### config.mk
export PLATFORM = sky130hd
export DESIGN_NAME = uart_word_tx
export DESIGN_NICKNAME = d
export VERILOG_FILES = /design/src/rtl/uart_word_tx_pkg.sv /design/src/rtl/uart_tx_byte.sv /design/src/rtl/uart_word_tx.sv
export SDC_FILE = /design/constraint.sdc
export NUM_CORES = 1
export LEC_CHECK = 0
export BUFFER_PORTS_ARGS = -buffer_cell sky130_fd_sc_hd__buf_2
export CAP_MARGIN = 20
export CORE_AREA = 2 2 87 89
export CTS_BUF_LIST = sky130_fd_sc_hd__clkbuf_8
export DETAILED_ROUTE_END_ITERATION = 8
export DIE_AREA = 0 0 89 91
export PLACE_DENSITY = 0.76
export SLEW_MARGIN = 20
export SYNTH_ARGS = -nofsm -noshare
export SYNTH_HDL_FRONTEND = slang
export SYNTH_SLANG_ARGS = --single-unit
### constraint.sdc
create_clock -name clk -period 2.1 [get_ports clk]
set_input_delay 0.21 -clock clk [delete_from_list [all_inputs] [get_ports clk]]
set_output_delay 0.21 -clock clk [all_outputs]
set_load 0.1 [all_outputs]
### src/rtl/uart_word_tx_pkg.sv
// Shared UART framing constants, FSM state types and the frame byte selector.
// Intended for reuse by a future word receiver.
package uart_word_tx_pkg;

  localparam logic [7:0]  CR_BYTE          = 8'h0D;
  localparam logic [7:0]  SEP_BYTE_DEFAULT = 8'h0A;
  localparam int unsigned FRAME_LEN        = 6;
  localparam int unsigned IDX_W            = 3;

  typedef logic [IDX_W-1:0] byte_idx_t;

  localparam byte_idx_t LAST_IDX = byte_idx_t'(FRAME_LEN - 1);

  typedef enum logic [1:0] {
    BYTE_IDLE,
    BYTE_START,
    BYTE_DATA,
    BYTE_STOP
  } byte_state_t;

  typedef enum logic {
    FRAME_IDLE,
    FRAME_SEND
  } frame_state_t;

  // Frame layout: four word bytes LSB first, separator, then CR.
  function automatic logic [7:0] frame_byte(input logic [31:0] word,
                                            input byte_idx_t   idx,
                                            input logic [7:0]  sep);
    case (idx)
      3'd0:    frame_byte = word[7:0];
      3'd1:    frame_byte = word[15:8];
      3'd2:    frame_byte = word[23:16];
      3'd3:    frame_byte = word[31:24];
      3'd4:    frame_byte = sep;
      default: frame_byte = CR_BYTE;
    endcase
  endfunction

endpackage

### src/rtl/uart_tx_byte.sv
// 8N1 byte serializer: START, D0..D7 LSB first, STOP, each CLKS_PER_BIT cycles.
// A start request seen on the last stop cycle chains the next byte with no idle gap.
module uart_tx_byte
  import uart_word_tx_pkg::*;
#(
  parameter int unsigned CLKS_PER_BIT = 868
) (
  input  logic       clk,
  input  logic       rst,
  input  logic [7:0] data,
  input  logic       start,
  output logic       done,
  output logic       tx
);

  localparam int unsigned      CNT_W    = $clog2(CLKS_PER_BIT);
  localparam logic [CNT_W-1:0] CNT_LAST = CNT_W'(CLKS_PER_BIT - 1);

  byte_state_t      state, state_n;
  logic [CNT_W-1:0] cnt, cnt_n;
  logic [2:0]       bit_idx, bit_idx_n;
  logic [7:0]       shreg, shreg_n;
  logic             tx_n;
  logic             bit_end;

  assign bit_end = (cnt == CNT_LAST);

  always_comb begin
    state_n   = state;
    cnt_n     = cnt;
    bit_idx_n = bit_idx;
    shreg_n   = shreg;
    done      = 1'b0;
    case (state)
      BYTE_IDLE: begin
        if (start) begin
          state_n = BYTE_START;
          cnt_n   = '0;
          shreg_n = data;
        end
      end
      BYTE_START: begin
        if (bit_end) begin
          state_n   = BYTE_DATA;
          cnt_n     = '0;
          bit_idx_n = '0;
        end else begin
          cnt_n = cnt + 1'b1;
        end
      end
      BYTE_DATA: begin
        if (bit_end) begin
          cnt_n   = '0;
          shreg_n = shreg >> 1;
          if (bit_idx == 3'd7) begin
            state_n = BYTE_STOP;
          end else begin
            bit_idx_n = bit_idx + 3'd1;
          end
        end else begin
          cnt_n = cnt + 1'b1;
        end
      end
      default: begin
        if (bit_end) begin
          done  = 1'b1;
          cnt_n = '0;
          if (start) begin
            state_n = BYTE_START;
            shreg_n = data;
          end else begin
            state_n = BYTE_IDLE;
          end
        end else begin
          cnt_n = cnt + 1'b1;
        end
      end
    endcase
  end

  // Line level follows the state being entered so tx comes straight off a flop.
  always_comb begin
    tx_n = 1'b1;
    case (state_n)
      BYTE_START: tx_n = 1'b0;
      BYTE_DATA:  tx_n = shreg_n[0];
      default:    tx_n = 1'b1;
    endcase
  end

  always_ff @(posedge clk) begin
    if (rst) begin
      state   <= BYTE_IDLE;
      cnt     <= '0;
      bit_idx <= '0;
      shreg   <= '0;
      tx      <= 1'b1;
    end else begin
      state   <= state_n;
      cnt     <= cnt_n;
      bit_idx <= bit_idx_n;
      shreg   <= shreg_n;
      tx      <= tx_n;
    end
  end

endmodule

### src/rtl/uart_word_tx.sv
// Word-to-UART sender: latches a 32-bit word per handshake and emits the
// 6-byte frame word[7:0]..word[31:24], SEP_BYTE, CR over one byte serializer.
module uart_word_tx
  import uart_word_tx_pkg::*;
#(
  parameter int unsigned CLK_FREQ     = 100_000_000,
  parameter int unsigned BAUD         = 115200,
  parameter int unsigned CLKS_PER_BIT = CLK_FREQ / BAUD,
  parameter logic [7:0]  SEP_BYTE     = SEP_BYTE_DEFAULT
) (
  input  logic        clk,
  input  logic        rst,
  input  logic [31:0] word_in,
  input  logic        word_valid,
  output logic        word_ready,
  output logic        tx,
  output logic        busy
);

  frame_state_t state, state_n;
  byte_idx_t    idx, idx_n, data_idx;
  logic [31:0]  word_q, word_n;
  logic         launch, launch_n;
  logic         byte_done;
  logic         byte_start;
  logic [7:0]   byte_data;

  assign word_ready = (state == FRAME_IDLE);
  assign busy       = (state == FRAME_SEND);

  // The serializer loads the following byte on the same edge its stop bit ends,
  // so the mux looks one index ahead while done is high.
  assign byte_start = launch || (byte_done && idx != LAST_IDX);
  assign data_idx   = (byte_done && idx != LAST_IDX) ? idx + 3'd1 : idx;
  assign byte_data  = frame_byte(word_q, data_idx, SEP_BYTE);

  always_comb begin
    state_n  = state;
    idx_n    = idx;
    word_n   = word_q;
    launch_n = 1'b0;
    case (state)
      FRAME_IDLE: begin
        if (word_valid) begin
          state_n  = FRAME_SEND;
          idx_n    = '0;
          word_n   = word_in;
          launch_n = 1'b1;
        end
      end
      default: begin
        if (byte_done) begin
          if (idx == LAST_IDX) begin
            state_n = FRAME_IDLE;
            idx_n   = '0;
          end else begin
            idx_n = idx + 3'd1;
          end
        end
      end
    endcase
  end

  always_ff @(posedge clk) begin
    if (rst) begin
      state  <= FRAME_IDLE;
      idx    <= '0;
      word_q <= '0;
      launch <= 1'b0;
    end else begin
      state  <= state_n;
      idx    <= idx_n;
      word_q <= word_n;
      launch <= launch_n;
    end
  end

  uart_tx_byte #(
    .CLKS_PER_BIT(CLKS_PER_BIT)
  ) u_byte (
    .clk  (clk),
    .rst  (rst),
    .data (byte_data),
    .start(byte_start),
    .done (byte_done),
    .tx   (tx)
  );

endmodule
==> results.json, run 1 <==
{
  "synthCells": 404,
  "ys_ff_latch": 61,
  "drc": 0,
  "p_leak_nw": 1.543,
  "internal_power_mw": 1.865,
  "first_global_vias": 2894,
  "cts.htree.levels": 3,
  "rows": 31,
  "syn_area_um2": 3127,
  "antenna_found_initial": 0,
  "n_fill_cell": 664,
  "cts.sinks": 61,
  "die_h_um": 91,
  "die-width_um": 89,
  "p_comb_share_pct": 11.0,
  "setup_viol": 5,
  "core_area_um2": 7137,
  "cts_tree": "yes",
  "synth_ff_type": "dfxtp_1",
  "cts_hold_buf": 0,
  "hold_viol": 0,
  "p_clk_share_pct": 40.9,
  "worst_pin_slew_ps": 617.4,
  "peakVddDrop_mv": 0.4937,
  "nets": 509,
  "detail_route.wl_per_cell_um": 14.39,
  "path_cells": "ha_4, and4b_4, nand4_4, nor2_4, xnor2_4, mux2_4, or3_1, a41o_1",
  "crit_family": "simple AND/OR/NAND/NOR gates",
  "synth.net_count": 444,
  "critPathLaunchType": "flop",
  "synth_top_area_share_pct": 39.06,
  "area_growth_pct": 27.89,
  "finalSetupTns_ps": -261.8,
  "routabilityCongestion": 0.8585,
  "whs_ps": 89.93,
  "path_clk_slew_ps": 80,
  "fmax_ghz": 0.4560,
  "seqPwrFrac_pct": 48.1,
  "synth_edf_count": 0,
  "grt_first_pass_wirelength_um": 13330,
  "drv_slew": 0,
  "ys_warn_count": 0,
  "hold_path.class": "in -> reg",
  "worstPathArrival_ps": 2450,
  "place_area_um2": 3633,
  "violations": "setup timing",
  "status": "finished with violations",
  "grt_use_total_pct": 20.90,
  "clk_latency_ps": 360,
  "crit_type": "reg -> reg",
  "p_per_area_nw_per_um2": 647.9,
  "cts-root-buf": "clkbuf_8",
  "clockBufferDepth": 2,
  "drive_gt1_share_pct": 29.11,
  "routed_wl_um": 8245,
  "hpwl_um": 5659,
  "io_pins": 38,
  "synth.area.top_cells": "dfxtp_1, nand2_1, a21oi_1",
  "crit_buf_inv": 0,
  "crit_slowest_cell": "dfxtp_2",
  "period_needed_ps": 2193,
  "synth_top_area_cell": "dfxtp_1",
  "grt_overflow_total": 0,
  "vias_per_cell": 5.473,
  "slew_headroom_pct": 58.84,
  "finClkSkew_ps": 14.36,
  "cpPeakStageDelay_ps": 350,
  "max_cap_viol_count": 0,
  "avgSynthCellArea_um2": 7.739,
  "required_ps": 2360,
  "ant_nets": 0,
  "initial_core_util_pct": 43.81,
  "rsz0062_at_grt": "true",
  "endpoint_kind": "flop",
  "ys_async_sr_fraction_pct": 0,
  "fin_total_pwr_mw": 2.591,
  "antenna_cells": 0,
  "vias": 3136,
  "synth.distinct_cells": 56,
  "fin_ws_ps": -93.00,
  "fin_area_um2": 3999,
  "finalCritPeriodShare_pct": 104.4,
  "dieArea_um2": 8099,
  "p_switching_mw": 0.7256,
  "cp_max_fo": 3,
  "swShare_pct": 28.01,
  "drtPass1Iterations": 5,
  "seq_area_frac_synth_pct": 39.06,
  "drt_iter0_drc": 158,
  "port_buffers": 37,
  "cts_inserted_buffers": 9,
  "grt_max_degree": 35,
  "utilization_pct": 56.03
}
==> Yosys cell counts, types with 2 or more instances <==
cell       n
a211oi_2   3
a21o_1     2
a21oi_1   55
a22o_1     3
a22oi_1   13
a311oi_1   3
a31oi_1    2
and2_1     4
and3_1     8
buf_2      2
clkbuf_1  16
dfxtp_1   61
ha_1       5
inv_1      5
mux2i_1    2
mux2i_4    2
nand2_1   89
nand2b_1   3
nand3_1    9
nand4b_1   2
nor2_1    38
nor2b_1    3
nor3_1    10
nor3b_1    4
o21ai_0   18
o21ai_1    4
o22ai_1    6
or3_1      2
or3_4      2
xnor2_1    2
==> metal layers <==
metal / up-vias / wire, um / GRT usage (%)
li1: 1562 / - / -
met1: 1451 / 3574 / 26.61
met2: 101 / 4032 / 33.27
met3: 22 / 380 / 4.909
met4: 0 / 258 / 9.204
met5: - / 0 / 0
==> power groups by stage <==
stage                     sequential (mW)  clock [mW]  combinational, mW
after detailed placement             1.27           0              0.268
final                                1.25        1.06              0.285
after global placement               1.27           0              0.261
after global routing                 1.25        1.14              0.317
after floorplan                      1.27           0              0.172
after CTS                            1.24        1.08              0.275
==> through the flow <==
stage / std cells / setup WS, ps
after detailed placement: 552 / -116.5
after floorplan: 404 / -41.29
after global routing: 573 / -168.8
after CTS: 571 / -8.786
final: 573 / -93.00
after global placement: 552 / -48.57
==> layout make-up <==
type                    instances  area [um2]  area share (%)
repair buffers                 74       470.5           11.76
clock inverters                 7       75.07           1.877
flip-flops and latches         61        1231           30.79
multi-input cells             317        1948           48.72
well taps                      99       123.9           3.098
clock buffers                   9       123.9           3.098
inverters                       6       26.28          0.6571
==> registers in the layout (all words and copies together) (netlist names) <==
| register | count |
|---|---|
| busy | 1 |
| idx | 3 |
| launch | 1 |
| u_byte.bit_idx | 3 |
| u_byte.cnt | 10 |
| u_byte.shreg | 8 |
| u_byte.state | 2 |
| u_byte.tx | 1 |
| word_q | 32 |
==> cells by family after synthesis <==
kind of cell / Yosys count / synth area share (%)
AND/OR/NAND/NOR: 183 / 28.21
AO/OA/AOI/OAI: 120 / 23.61
adder cells (fa/ha/maj): 5 / 2.001
XOR/XNOR: 2 / 0.5603
buffers and inverters: 26 / 3.321
multiplexers: 7 / 3.241
flip-flops: 61 / 39.06
==> layout by cell type (no fill, tap or decap), drive strengths merged, types with 6 or more instances in the layout <==
cell	instances
a21oi	55
a22oi	13
and3	8
buf	74
clkbuf	9
dfxtp	61
inv	6
nand2	89
nand3	9
nor2	39
nor3	12
o21ai	22
o22ai	6
==> tightest hold or removal path, cell delays in order <==
cell and delay [ps]:
buf_2 90, nand2_1 40, a21oi_1 50
==> repair_timing <==
| action | in CTS | in global routing |
|---|---|---|
| gates resized for setup | 14 | 19 |
| endpoints found under the hold margin | 0 | 0 |
| pin swaps | 7 | 11 |
| setup endpoints to repair | 8 | 12 |
| setup buffers | 3 | 2 |
==> worst paths after layout <==
kind	slack [ps]	from	cells past startpoint	end
min	90	word_in[20]	3	word_q[20]
min reg2reg	470	word_q[18]	2	word_q[18]
max	-90	u_byte.cnt[0]	8	u_byte.shreg[3]
max reg2reg	-90	u_byte.cnt[0]	8	u_byte.shreg[3]
Power figures use the tool's default switching activity.
==> run 2, diff against run 1 <==
- CAP_MARGIN: 20 -> 30
- GPL_TIMING_DRIVEN: not set -> 1
- PLACE_DENSITY: 0.76 -> 0.74
- clock period: 2.1 -> 2.63 ns (I/O delays scaled with it)
==> run 2 against run 1 <==
The flow now finishes without violations. First-iteration DRC count is 30% higher. Routed wire length shrank 9.1%. Hold slack improved by 58 ps. Clock power is essentially flat. Final cell count down 5.1%. Sequential power fell by 21%. Combinational power fell by 26%. Count of clock-buffer cells in the layout unchanged. Via count decreased by 5.7%. Flip-flop and latch count unchanged. Largest cell class unchanged.
==> results.json, run 2 (synthesis gave the netlist of run 1 again) <==
{
  "port_buffers": 37,
  "cpPeakStageDelay_ps": 410,
  "slew_headroom_pct": 61.61,
  "utilization_pct": 51.44,
  "final_cells": 544,
  "layout_commonest_cell": "nand2_1",
  "post_cts_buffers": 0,
  "drive_gt1_share_pct": 18.43,
  "ant_nets": 0,
  "nets": 480,
  "initial_core_util_pct": 43.81,
  "multi_input_area_um2": 1810,
  "clockBufferDepth": 2,
  "place_area_um2": 3418,
  "peakVddDrop_mv": 0.4327,
  "hold_path_end": "word_q[9]",
  "finalCritPeriodShare_pct": 94.62,
  "routed_wl_um": 7493,
  "placedCellCount": 528,
  "grt_first_pass_wirelength_um": 12770,
  "cts-root-buf": "clkbuf_8",
  "vias_per_cell": 5.438,
  "rows": 31,
  "max_cap_viol_count": 0,
  "grt_use_total_pct": 19.60,
  "io_pins": 38,
  "antenna_found_initial": 0,
  "layout_common_cells": "nand2_1, dfxtp_1, a21oi_1",
  "cts_inserted_buffers": 9,
  "dp_slack_ps": 74.53,
  "endpoint_kind": "flop",
  "drtPass1Iterations": 4,
  "core_area_um2": 7137,
  "finalSetupTns_ps": 0,
  "hpwl_um": 5243,
  "largestRegisters": "word_q (32), u_byte.cnt (10), u_byte.shreg (8)",
  "fin_area_um2": 3671,
  "routed.top_layer": "met4",
  "crit_slowest_cell": "mux2i_2",
  "clk_latency_ps": 350,
  "n_fill_cell": 706,
  "dr_wl_met3_um": 290,
  "worstPathArrival_ps": 2750,
  "period_needed_ps": 2488,
  "cts_tree": "yes",
  "rr_worst_depth": 8,
  "grt_max_degree": 35,
  "first_global_vias": 2694,
  "finClkSkew_ps": 10.02,
  "seqCellArea_um2": 1222,
  "r2r-start": "u_byte.cnt[0]",
  "hold_path.class": "in -> reg",
  "setup_viol": 0,
  "critPathLaunchType": "flop",
  "crit_type": "reg -> reg",
  "cts.htree.levels": 3,
  "ctsResizeCount": 0,
  "fmax_ghz": 0.4019,
  "drc": 0,
  "required_ps": 2890,
  "cts.sinks": 61,
  "routabilityCongestion": 0.8555,
  "min-delay-start": "word_in[9]",
  "hold_path_depth": 3,
  "path_cells": "ha_1, and4b_4, and4_1, nand3_1, mux2i_2, a22oi_1, a21o_1, a211oi_2",
  "antenna_cells": 0,
  "dieArea_um2": 8099,
  "die_h_um": 91,
  "largest_reg_flops": 32,
  "wl_met2_um": 3634,
  "path_clk_slew_ps": 80,
  "cts_hold_buf": 0,
  "drt_iter0_drc": 205,
  "vias": 2958,
  "grt_overflow_total": 0,
  "area_growth_pct": 17.41,
  "hold_viol": 0,
  "fin_ws_ps": 141.6,
  "die-width_um": 89,
  "drt-met1-wl_um": 3510,
  "cp_max_fo": 8,
  "p_per_area_nw_per_um2": 610.1,
  "status": "completed",
  "r2r-end": "u_byte.shreg[5]",
  "r2r_slack_ps": 140,
  "detail_route.wl_per_cell_um": 13.77,
  "rsz0062_at_grt": "true",
  "worst_pin_slew_ps": 569.8,
  "p_leak_nw": 1.392,
  "top_register": "word_q",
  "drv_slew": 0
}
run 2: power by group:
group	internal [mW]	total (mW)	switching, mW
clock	0.634	1.04	0.408
sequential	0.962	0.987	0.0256
combinational	0.0763	0.211	0.134
run 2: worst max-delay path: cells and delay by family, from the launching register on:
family          cells  cell delay [ps]
fa+ha+maj           1              230
compound gates      3              590
simple gates        3              800
mux                 1              410
flops               1              370
run 2: worst max-delay path by stage:
stage                           end  slack [ps]          start  depth (start not counted)
floorplan           u_byte.shreg[5]         340  u_byte.cnt[3]                          7
global placement    u_byte.shreg[6]         280  u_byte.cnt[0]                          8
detailed placement  u_byte.shreg[5]          70  u_byte.cnt[0]                          8
CTS                 u_byte.shreg[5]          60  u_byte.cnt[0]                          8
global route        u_byte.shreg[5]         -50  u_byte.cnt[0]                          8
finish              u_byte.shreg[5]         140  u_byte.cnt[0]                          8
run 2: routing by layer:
layer	global-route usage [%]	vias up
li1	-	1506
met1	27.49	1379
met2	30.85	68
met3	3.000	5
met4	5.970	0
met5	0	-
run 2: layout make-up:
class / count / share of cell area, %
Multi-Input combinational cell: 317 / 49.32
Inverter: 6 / 0.6135
Clock buffer: 9 / 3.374
Clock inverter: 7 / 3.340
Sequential cell: 61 / 33.30
Timing Repair Buffer: 45 / 6.680
Tap cell: 99 / 3.374
run 2: stage by stage:
stage | hold slack, ps | total power [mW]
6_report | 148.0 | 2.240
5_1_grt | 147.7 | 2.310
4_1_cts | 139.2 | 2.247
3_5_place_dp | 448.9 | 1.217
3_3_place_gp | 444.9 | 1.212
2_1_floorplan | 399.0 | 1.152
==> run 3, diff against run 2 <==
- HOLD_SLACK_MARGIN: not set -> 0.1
- RECOVER_POWER: not set -> 50
==> run 3 against run 2 <==
Worst setup slack improved by 3.6 ps. Utilization decreased by 0.070 points. Critical path depth unchanged. Flip-flop and latch count unchanged. Final area decreased by 0.14%. First-iteration DRC count decreased by 0.98%. Non-clock buffer count unchanged. Clock power about the same. Critical endpoint unchanged.
==> results.json, run 3 (synthesis gave the netlist of run 1 again) <==
{
  "p_comb_share_pct": 9.4,
  "rows": 31,
  "rsz0062_at_grt": "true",
  "vias": 2963,
  "io_pins": 38,
  "r2r-start": "u_byte.cnt[0]",
  "whs_ps": 148.1,
  "crit_family": "simple AND/OR/NAND/NOR gates",
  "top_register": "word_q",
  "largestRegisters": "word_q (32), u_byte.cnt (10), u_byte.shreg (8)",
  "drtPass1Iterations": 4,
  "hold_viol": 0,
  "crit_slowest_cell": "mux2i_2",
  "critPathLaunchType": "flop",
  "drv_slew": 0,
  "finalSetupTns_ps": 0,
  "drive_gt1_share_pct": 17.98,
  "cpPeakStageDelay_ps": 410,
  "routed_wl_um": 7494,
  "period_needed_ps": 2485,
  "layout_common_cells": "nand2_1, dfxtp_1, a21oi_1",
  "initial_core_util_pct": 43.81,
  "cts.htree.levels": 3,
  "cp-endpoint": "u_byte.shreg[5]",
  "swShare_pct": 25.36,
  "endpoint_kind": "flop",
  "dieArea_um2": 8099,
  "hold_path.class": "in -> reg",
  "die-width_um": 89,
  "p_per_area_nw_per_um2": 610.6,
  "worst_pin_slew_ps": 1392,
  "first_global_vias": 2694,
  "vias_per_cell": 5.447,
  "slew_headroom_pct": 7.208,
  "area_growth_pct": 17.25,
  "internal_power_mw": 1.671,
  "finalCritPeriodShare_pct": 94.48,
  "rr_worst_depth": 8,
  "cts-root-buf": "clkbuf_8",
  "routabilityCongestion": 0.8555,
  "clk_latency_ps": 350,
  "grt_use_total_pct": 19.60,
  "fin_area_um2": 3666,
  "die_h_um": 91,
  "critical_path_depth": 8,
  "drt_iter0_drc": 203,
  "path_clk_slew_ps": 80,
  "drc": 0,
  "cts_hold_buf": 0,
  "core_area_um2": 7137,
  "hpwl_um": 5243,
  "r2r-end": "u_byte.shreg[5]",
  "status": "completed",
  "seqPwrFrac_pct": 44.1,
  "detail_route.wl_per_cell_um": 13.78,
  "crit_buf_inv": 0,
  "peakVddDrop_mv": 0.4328,
  "cts_tree": "yes",
  "p_switching_mw": 0.5676,
  "port_buffers": 37,
  "clockBufferDepth": 2,
  "max_cap_viol_count": 0,
  "r2r_slack_ps": 150,
  "antenna_cells": 0,
  "layout_commonest_cell": "nand2_1",
  "ant_nets": 0,
  "cp_max_fo": 8,
  "worstPathArrival_ps": 2750,
  "finClkSkew_ps": 9.935,
  "crit_path_start": "u_byte.cnt[0]",
  "grt_overflow_total": 0,
  "n_fill_cell": 708,
  "p_clk_share_pct": 46.5,
  "antenna_found_initial": 0,
  "largest_reg_flops": 32,
  "crit_type": "reg -> reg",
  "setup_viol": 0,
  "grt_first_pass_wirelength_um": 12770,
  "cts.sinks": 61,
  "cts_inserted_buffers": 9,
  "p_leak_nw": 1.388,
  "fmax_ghz": 0.4024,
  "grt_max_degree": 35,
  "nets": 480,
  "required_ps": 2890,
  "place_area_um2": 3418,
  "path_cells": "ha_1, and4b_4, and4_1, nand3_1, mux2i_2, a22oi_1, a21o_1, a211oi_2"
}
run 3: cell types whose count changed in the layout (fill, tap and decap cells not counted), sizes merged:
cell	previous run	this run
buf	45	44
clkbuf	9	10
run 3: metrics by stage:
stage / util, % / setup slack [ps] / std cells / total power, mW
6_report: 51.37 / 145.2 / 544 / 2.238
5_1_grt: 51.37 / -48.17 / 544 / 2.309
4_1_cts: 51.35 / 59.21 / 544 / 2.247
3_5_place_dp: 47.90 / 74.53 / 528 / 1.217
3_3_place_gp: 47.90 / 281.2 / 528 / 1.212
2_1_floorplan: - / 343.2 / 404 / 1.152
run 3: final cells by class:
class                      instances  area [um2]  share of cell area [%]
multi-input combinational        317        1810                   49.39
inverter                           6       22.52                  0.6143
clock inverter                     7       122.6                   3.345
tap                               99       123.9                   3.379
sequential                        61        1221                   33.31
clock buffer                       9       123.9                   3.379
timing repair buffer              45       241.5                   6.587
run 3: how the worst min path moves through the flow:
stage | from | slack [ps] | to | cells past startpoint
after floorplan | word_in[11] | 400 | word_q[11] | 2
after global placement | word_q[23] | 440 | word_q[23] | 2
after detailed placement | word_q[28] | 450 | word_q[28] | 2
after CTS | word_in[9] | 140 | word_q[9] | 3
after global routing | word_in[10] | 150 | word_q[10] | 3
final | word_in[9] | 150 | word_q[9] | 3
run 3: repair_timing:
| action | 4_1_cts | 5_1_grt |
|---|---|---|
| endpoints found under the hold margin | 0 | 0 |
| buffers inserted | 0 | 0 |
| endpoints found under the setup margin | 0 | 4 |
| gates resized for setup | 0 | 1 |
run 3: power groups by stage:
stage,clock network [mW],logic [mW],registers [mW]
4_1_cts,1.05,0.210,0.987
2_1_floorplan,0,0.136,1.02
5_1_grt,1.08,0.236,0.992
3_5_place_dp,0,0.209,1.01
6_report,1.04,0.210,0.987
3_3_place_gp,0,0.204,1.01
run 3: worst min-delay path, stage by stage:
cell and delay, ps:
buf_2 90, nand2_1 40, a21oi_1 50
run 3: metal layers:
| layer | share of wire (%) | GRT usage (%) |
|---|---|---|
| met4 | 0.76 | 5.970 |
| met5 | 0 | 0 |
| met3 | 3.9 | 3.000 |
| met1 | 47 | 27.49 |
| met2 | 48 | 30.85 |
